File: src/rtl/fifo_cell_ctrl.sv
// fifo_cell_ctrl: token-ring controller steering writes into and reads out of DEPTH register cells in FIFO order.
module fifo_cell_ctrl #(
    parameter int DEPTH = 4
) (
    input  logic                   clk,
    input  logic                   reset,
    input  logic                   req_put,
    input  logic                   req_get,
    output logic [DEPTH-1:0]       put_en,
    output logic [DEPTH-1:0]       get_sel,
    output logic                   get_ack,
    output logic                   full,
    output logic                   empty,
    output logic [$clog2(DEPTH):0] count,
    output logic                   put_err,
    output logic                   get_err
);
    localparam int CW = $clog2(DEPTH) + 1;
    logic [DEPTH-1:0] put_tok, get_tok;
    logic             put_acc, get_acc;
    logic [CW-1:0]    count_nxt;
    // Gating with reset keeps cells untouched while the controller is being cleared.
    always_comb begin
        put_acc   = req_put & ~full & ~reset;
        get_acc   = req_get & ~empty & ~reset;
        put_en    = put_acc ? put_tok : '0;
        get_sel   = get_tok;
        get_ack   = get_acc;
        count_nxt = (put_acc & ~get_acc) ? count + CW'(1) :
                    (get_acc & ~put_acc) ? count - CW'(1) : count;
    end
    always_ff @(posedge clk) begin
        if (reset) begin
            put_tok <= DEPTH'(1);
            get_tok <= DEPTH'(1);
            count   <= '0;
            full    <= 1'b0;
            empty   <= 1'b1;
            put_err <= 1'b0;
            get_err <= 1'b0;
        end else begin
            if (put_acc) put_tok <= {put_tok[DEPTH-2:0], put_tok[DEPTH-1]};
            if (get_acc) get_tok <= {get_tok[DEPTH-2:0], get_tok[DEPTH-1]};
            count   <= count_nxt;
            full    <= count_nxt == CW'(DEPTH);
            empty   <= count_nxt == '0;
            put_err <= req_put & full;
            get_err <= req_get & empty;
        end
    end
endmodule

File: config.mk
export PLATFORM = sky130hd
export DESIGN_NAME = fifo_cell_ctrl
export DESIGN_NICKNAME = d
export VERILOG_FILES = /design/src/rtl/fifo_cell_ctrl.sv
export SDC_FILE = /design/constraint.sdc
export NUM_CORES = 1
export LEC_CHECK = 0
export ABC_CLOCK_PERIOD_IN_PS = 2200
export CAP_MARGIN = 10
export CORE_MARGIN = 2
export CORE_UTILIZATION = 25
export DETAILED_ROUTE_END_ITERATION = 10
export HOLD_SLACK_MARGIN = 0.03
export PLACE_DENSITY_LB_ADDON = 0.15
export SYNTH_ARGS = -nofsm -noshare
export SYNTH_HDL_FRONTEND = slang
export SYNTH_SLANG_ARGS = --single-unit
File: constraint.sdc
create_clock -name clk -period 2.2 [get_ports clk]
set_clock_uncertainty 0.15 [all_clocks]
set_input_delay 0.44 -clock clk [delete_from_list [all_inputs] [get_ports clk]]
set_output_delay 0.44 -clock clk [all_outputs]
set_load 0.005 [all_outputs]
==> results.tsv, run 1 <==
stage	metric	value	unit
status	run status	finished with violations	
status	failing checks	DRC	
timing	Worst-Margin Slew	0.293	ns
clock_network	CTS tree	done	
floorplanning	Die ar.	0.00344	mm2
grt	initial antenna violation count	0	
synthesis	Syn Area/Cell	9.34	um2
clock_network	# hold bufs at CTS	0	
critical_path	critical path cell sequence	dlygate4sd2_1 > nor3b_4 > and2_1 > dlygate4sd2_1	
timing	Max Freq	509	MHz
synthesis	syn_nets	86	
critical_path	CP endpoint kind	output pin	
clock_network	clock sinks	15	
detailed_routing	drt wl/cell	12.0	um
synthesis	Top FF cell, synth	dfxtp_1	
floorplanning	initial core utilization	26.6	%
timing	Final WS setup	0.236	ns
detailed_routing	routed vias/inst	4.77	
placed_design	Port Buffers	19	
critical_path	critical path's largest stage delay	0.27	ns
cells_and_area	share of cells above drive strength 1	15.0	%
cells_and_area	commonest non-fill, non-tap cell in the layout	dfxtp_1	
floorplanning	row cnt	19	
detailed_routing	met3 wire length	71	um
synthesis	Post-Synthesis Cell Area	747	um2
floorplanning	overall die width	58.7	um
detailed_routing	Final ANT Viol Nets	0	
clock_network	total CTS buffers	3	
detailed_routing	via count	658	
cells_and_area	Area growth syn-to-layout	36.9	%
timing	crit share post-route	89.3	%
timing	final number of setup-violating endpoints	0	
cells_and_area	# fillers	309	
critical_path	Startpoint Class	primary input	
grt	global-route wire length before repair	2.75	mm
detailed_routing	post-route DRC violation count	1	
clock_network	Clk Latency, worst-skew pair	0.28	ns
grt	global router's overall resource usage	10.5	%
clock_network	clock-pin slew on the worst setup and hold paths	0.08	ns
synthesis	Syn. warnings	0	
detailed_routing	max layer used	met4	
critical_path	kind of critical path	in -> out	
floorplanning	num ports	20	
clock_network	htree depth	1	
power_and_ir_drop	leakage	0.439	nW
timing	min cycle time layout	1.96	ns
floorplanning	Core Area	0.00281	mm2
detailed_routing	Total Wirelength	1.65	mm
critical_path	Max FO, Critical Path	5	
detailed_routing	Initial DRT Pass Iterations	7	
min_path	HP Class	reg -> reg	
cells_and_area	Net count, final	114	
clock_network	Post-CTS Setup Bufs	0	
power_and_ir_drop	Tot Pwr	0.789	mW
synthesis	Async SR Flop Fraction	0	%
clock_network	Post-CTS Resized	7	
grt	largest net degree at the start of global routing	16	
detailed_routing	metal2 WL	702	um
critical_path	critical path arrival	1.37	ns
timing	Worst slew margin	80.2	%
critical_path	CP max stage cell	dlygate4sd2_1	
synthesis	post-synthesis sequential area ratio	40.2	%
critical_path	most used cell, CP	dlygate4sd2_1	
grt	global route total overflow	0	
detailed_routing	1st-iter DRT viols	5	
clock_network	CTS root buffer	clkbuf_4	
cells_and_area	leading cell types in the layout, fill and taps excluded	dfxtp_1, clkdlybuf4s50_1, nand2_1	
synthesis	Mapped Cells	80	
synthesis	#FFs+latches synth	15	
job	MaxCap Viol Count	0	
floorplanning	Die Y	58.7	um
grt	number of global-route vias before repair	612	
placed_design	Post-DP HPWL	1.23	mm
timing	RSZ-0062 raised after global routing	false	
synthesis	synth unique cells	32	
clock_network	Clock Path Buffers	2	
critical_path	Worst Path Required	1.61	ns
synthesis	EDFF count, synth	0	
detailed_routing	Met1 Wirelength	834	um
cells_and_area	Antenna diodes	0	
power_and_ir_drop	VDD IR-drop max	0.335	mV
timing	Final Hold Vio Count	0	
power_and_ir_drop	Power Density	772	mW/mm2
placed_design	Placer Congestion	0.750	
placed_design	pre-CTS WS	-0.276	ns
timing	Slew Limit Fails	0	
timing	Min Hold Slack	0.321	ns
==> through the flow <==
step	instances	TNS [ns]	instance area, um2	util [%]
floorplan	80	0	747	-
global placement	134	-1.25	1000	35.8
detailed placement	134	-1.25	1000	35.8
CTS	138	0	1020	36.4
global route	138	0	1020	36.4
finish	138	0	1020	36.4
==> flip-flops by register name, summed over array words and instances, names as in the netlist <==
| signal | count |
|---|---|
| count | 3 |
| put_err | 1 |
| empty | 1 |
| put_tok | 4 |
| get_err | 1 |
| full | 1 |
| get_sel | 4 |
==> cell type report <==
class                      count  area [um2]  share of cell area [%]
tap                           31        38.8                    3.79
clock buffer                   4        26.3                    2.57
inverter                       4        15.0                    1.47
timing repair buffer          27         241                    23.6
sequential                    15         300                    29.4
multi-input combinational     57         400                    39.2
==> synth_stat cells (2+ instances only) <==
cell type | n | area share [%]
dfxtp_1 | 15 | 40
nand2_1 | 11 | 5.5
nor2_1 | 6 | 3.0
and2_1 | 4 | 3.3
and3_1 | 4 | 3.3
inv_1 | 4 | 2.0
mux2i_1 | 4 | 5.4
a21oi_1 | 3 | 2.0
buf_6 | 2 | 3.0
ha_1 | 2 | 3.3
nand2b_1 | 2 | 1.7
nor3_1 | 2 | 1.3
o211ai_1 | 2 | 2.0
==> power breakdown <==
part | internal (mW) | switching (mW)
clock network | 0.0704 | 0.0866
logic | 0.159 | 0.125
registers | 0.307 | 0.0409
==> final timing paths <==
check,cells past startpoint,from,to,slack (ns)
setup / recovery,4,reset,put_en[0],0.24
hold / removal,2,get_sel[2]$_SDFFE_PP0P_,get_sel[3]$_SDFFE_PP0P_,0.32
setup reg to reg,5,count[0]$_SDFF_PP0_,full$_SDFF_PP0_,0.35
hold reg to reg,2,get_sel[2]$_SDFFE_PP0P_,get_sel[3]$_SDFFE_PP0P_,0.32
==> critical path, delay by kind of cell <==
family                 cells  cell delay, ns
and+or+nand+nor            2            0.44
buffers and inverters      2            0.50
==> kinds of logic after synthesis <==
logic type | Yosys count | share of synthesized area [%]
and+or+nand+nor | 36 | 27.6
DFF | 15 | 40.2
AOI/OAI and AO/OA | 13 | 13.9
buffers and inverters | 8 | 6.20
muxes | 4 | 5.36
xor gates and xnor gates | 2 | 3.35
adders and majority gates | 2 | 3.35
==> routing by layer <==
metal / GRT usage, % / vias up
met3: 2.20 / 5
met4: 5.84 / 0
met1: 14.0 / 306
met2: 15.9 / 13
met5: 0 / -
li1: - / 334
No activity file was read; power rests on OpenSTA's default activity.
==> run 2, diff against run 1 <==
- TNS_END_PERCENT: not set -> 100
==> results of run 2 <==
Final layout, timing and power as in run 1 (identical DEF).
==> run 3, diff against run 2 <==
- ABC_AREA: not set -> 1
==> results.tsv, run 3 <==
stage	metric	value	unit	change
floorplanning	overall die width	59.1	um	+0.78%
floorplanning	row cnt	19		unchanged
grt	global-route wire length before repair	2.73	mm	-0.76%
clock_network	CTS root buffer	clkbuf_4		
placed_design	dpl cells	160		+19%
synthesis	EDFF count, synth	0		unchanged
grt	largest net degree at the start of global routing	12		-4
power_and_ir_drop	Power Density	734	mW/mm2	-5.0%
synthesis	Post-Synth XOR/XNOR Area	1.15	%	-2.2 points
synthesis	Top FF cell, synth	dfxtp_1		
floorplanning	initial core utilization	26.8	%	+0.22 points
synthesis	main combinational cell family by area after synthesis	simple AND/OR/NAND/NOR gates		
cells_and_area	Antenna diodes	0		unchanged
grt	global router's overall resource usage	10.7	%	+0.15 points
critical_path	kind of critical path	in -> out		
power_and_ir_drop	leakage	0.559	nW	+27%
detailed_routing	post-route DRC violation count	0		-1
cells_and_area	Cell Count, Final, Fillers Out	165		+20%
critical_path	Max FO, Critical Path	4		-1
critical_path	critical path's largest stage delay	0.48	ns	+0.21 ns
detailed_routing	Total Wirelength	1.59	mm	-3.8%
timing	Min Hold Slack	0.320	ns	-0.00111 ns
synthesis	complex-gate fraction of the synthesized area	5.93	%	-8.0 points
min_path	HP Class	reg -> reg		
critical_path	CP top delay family	buffers and inverters		
synthesis	Post-Synth Simple-Gate Area	37.7	%	+10 points
detailed_routing	1st-iter DRT viols	12		+7
cells_and_area	leading cell types in the layout, fill and taps excluded	nand2_1, inv_1, dfxtp_1		
grt	initial antenna violation count	0		unchanged
clock_network	total CTS buffers	3		unchanged
detailed_routing	via count	667		+1.4%
synthesis	#FFs+latches synth	15		unchanged
clock_network	Clock Path Buffers	2		unchanged
synthesis	synth unique cells	18		-44%
clock_network	clock sinks	15		unchanged
power_and_ir_drop	Comb pwr share	38.2	%	+2.2 points
cells_and_area	Area growth syn-to-layout	44.2	%	
detailed_routing	Final ANT Viol Nets	0		unchanged
critical_path	sum of buffers and inverters on the critical path	5		+3
synthesis	Synth area leader	dfxtp_1		
synthesis	area share of fa/ha/maj cells after synthesis	3.29	%	-0.055 points
synthesis	Async SR Flop Fraction	0	%	unchanged
placed_design	post-placement cell area	0.00105	mm2	+4.7%
cells_and_area	share of cells above drive strength 1	26.9	%	+12 points
critical_path	critical path cell sequence	dlygate4sd2_1 > inv_2 > nand3_4 > inv_2 > nand2_1 > inv_1 > clkdlybuf4s50_1		
floorplanning	Die Y	59.1	um	+0.78%
cells_and_area	# fillers	309		unchanged
synthesis	Synth area leaders	dfxtp_1, nand2_1, inv_1		
critical_path	critical path arrival	1.54	ns	+0.17 ns
timing	Max Freq	470	MHz	-7.6%
placed_design	pre-CTS WS	-0.166	ns	+0.110 ns
synthesis	multiplexer share of the synthesized area	0	%	-5.4 points
clock_network	CTS tree	done		
grt	number of global-route vias before repair	636		+3.9%
critical_path	most used cell, CP	inv_2		
timing	Slew Limit Fails	0		unchanged
power_and_ir_drop	VDD IR-drop max	0.340	mV	+1.4%
synthesis	Syn. warnings	0		unchanged
timing	RSZ-0062 raised after global routing	false		
timing	Final WS setup	0.0737	ns	-0.162 ns
synthesis	Mapped Cells	101		+26%
clock_network	clock-pin slew on the worst setup and hold paths	0.08	ns	about the same
critical_path	Worst Path Required	1.61	ns	about the same
power_and_ir_drop	Internal	0.531	mW	-1.1%
synthesis	Post-Synthesis Cell Area	759	um2	+1.7%
synthesis	syn_nets	107		+24%
detailed_routing	routed vias/inst	4.04		-15%
critical_path	CP endpoint kind	output pin		
placed_design	Placer Congestion	0.764		+2.0%
cells_and_area	fin util	38.7	%	+2.3 points
cells_and_area	Final Instance Area	0.00109	mm2	+7.1%
critical_path	reg2reg setup slack	0.77	ns	+0.42 ns
timing	Worst-Margin Slew	0.220	ns	-0.0735 ns
placed_design	Port Buffers	19		unchanged
timing	Worst slew margin	85.3	%	+5.1 points
critical_path	RR Startpoint	count[0]$_SDFF_PP0_		
timing	min cycle time layout	2.13	ns	+0.162 ns
status	run status	completed		
synthesis	Synth top cells by count	nand2_1, inv_1, dfxtp_1		
min_path	Hold EP	get_sel[1]$_SDFFE_PP0P_		
cells_and_area	commonest non-fill, non-tap cell in the layout	nand2_1		
floorplanning	Die ar.	0.00349	mm2	+1.6%
critical_path	reg2reg path depth	11		+6
detailed_routing	drt wl/cell	9.62	um	-20%
grt	global route total overflow	0		unchanged
floorplanning	Core Area	0.00283	mm2	+0.85%
critical_path	R2R Path End	full$_SDFF_PP0_		
synthesis	post-synthesis sequential area ratio	39.5	%	-0.66 points
synthesis	Syn Area/Cell	7.52	um2	-19%
power_and_ir_drop	Tot Pwr	0.803	mW	+1.7%
timing	crit share post-route	96.6	%	+7.4 points
critical_path	Startpoint Class	primary input		
power_and_ir_drop	Net Sw Frac	33.9	%	+1.9 points
clock_network	htree depth	1		unchanged
timing	Final Hold Vio Count	0		unchanged
power_and_ir_drop	Reg power frac	42.8	%	-1.3 points
floorplanning	num ports	20		unchanged
min_path	Worst Min Path Start	get_sel[0]$_SDFFE_PP1P_		
critical_path	CP max stage cell	clkdlybuf4s50_1		
power_and_ir_drop	P_sw	0.272	mW	+7.8%
synthesis	top-count cell post-synth	nand2_1		
detailed_routing	Initial DRT Pass Iterations	4		-3
timing	final number of setup-violating endpoints	0		unchanged
power_and_ir_drop	clock power share	19.0	%	-0.9 points
job	MaxCap Viol Count	0		unchanged
synthesis	post-synth top area share	39.5	%	-0.66 points
clock_network	# hold bufs at CTS	0		unchanged
clock_network	Clk Latency, worst-skew pair	0.28	ns	about the same
min_path	Worst Hold Path Cells	2		unchanged
placed_design	Post-DP HPWL	1.28	mm	+4.2%
cells_and_area	Net count, final	141		+24%
timing	setup TNS	0	ns	unchanged
[run 3: cell count changes after synthesis, sizes merged, moves of 2 or more]
| cell | change |
|---|---|
| inv | +18 |
| nand3 | +7 |
| and2 | -4 |
| nor2 | +3 |
| nand2b | -2 |
| buf | -2 |
| mux2i | -4 |
| nand2 | +21 |
| a21oi | +3 |
| nor3b | -2 |
| o211ai | -2 |
| and3 | -4 |
| o21ai | +3 |
[run 3: layout make-up]
class | count | area, um2 | share of cell area, %
Multi-Input combinational cell | 63 | 373 | 34.1
Sequential cell | 15 | 300 | 27.4
Timing Repair Buffer | 30 | 274 | 25.0
Inverter | 22 | 82.6 | 7.54
Tap cell | 31 | 38.8 | 3.54
Clock buffer | 4 | 26.3 | 2.40
[run 3: power by group through the flow]
stage / combinational (mW) / sequential, mW / clock (mW)
6_report: 0.306 / 0.344 / 0.153
5_1_grt: 0.346 / 0.350 / 0.177
4_1_cts: 0.312 / 0.345 / 0.165
3_5_place_dp: 0.311 / 0.351 / 0
3_3_place_gp: 0.307 / 0.350 / 0
2_1_floorplan: 0.183 / 0.348 / 0
[run 3: worst max path at each step]
stage          cells after the start         to  startpoint
5_1_grt                            7  put_en[1]       reset
3_3_place_gp                       6  put_en[2]     req_put
3_5_place_dp                       6  put_en[1]     req_put
2_1_floorplan                      5  put_en[0]       reset
4_1_cts                            7  put_en[1]       reset
6_report                           7  put_en[1]       reset
[run 3: kinds of logic (layout without fill, tap and decap cells)]
kind of cell / Yosys count / after routing
buffers and inverters: 23 / 56
adder cells (fa/ha/maj): 2 / 2
AND/OR/NAND/NOR: 51 / 51
flip-flops: 15 / 15
XOR/XNOR: 1 / 1
AO/OA/AOI/OAI: 9 / 9
[run 3: worst min-delay path: cells and delay by family, from the launching register on]
kind / cells / cell delay (ns)
DFF: 1 / 0.33
and+or+nand+nor: 2 / 0.10
[run 3: what timing repair did]
| action | CTS | global route |
|---|---|---|
| gates cloned | 0 | 0 |
| pin swaps | 1 | 0 |
| setup buffers | 0 | 1 |
| endpoints found under the setup margin | 5 | 2 |
| resized for setup | 5 | 2 |
[run 3: layer usage]
metal  up-vias  wire length, um  global-route usage (%)
met5         -                0                       0
met4         0               17                    4.87
met3         2               77                    4.59
met2        12              742                    15.6
met1       286              751                    13.7
li1        367                -                       -
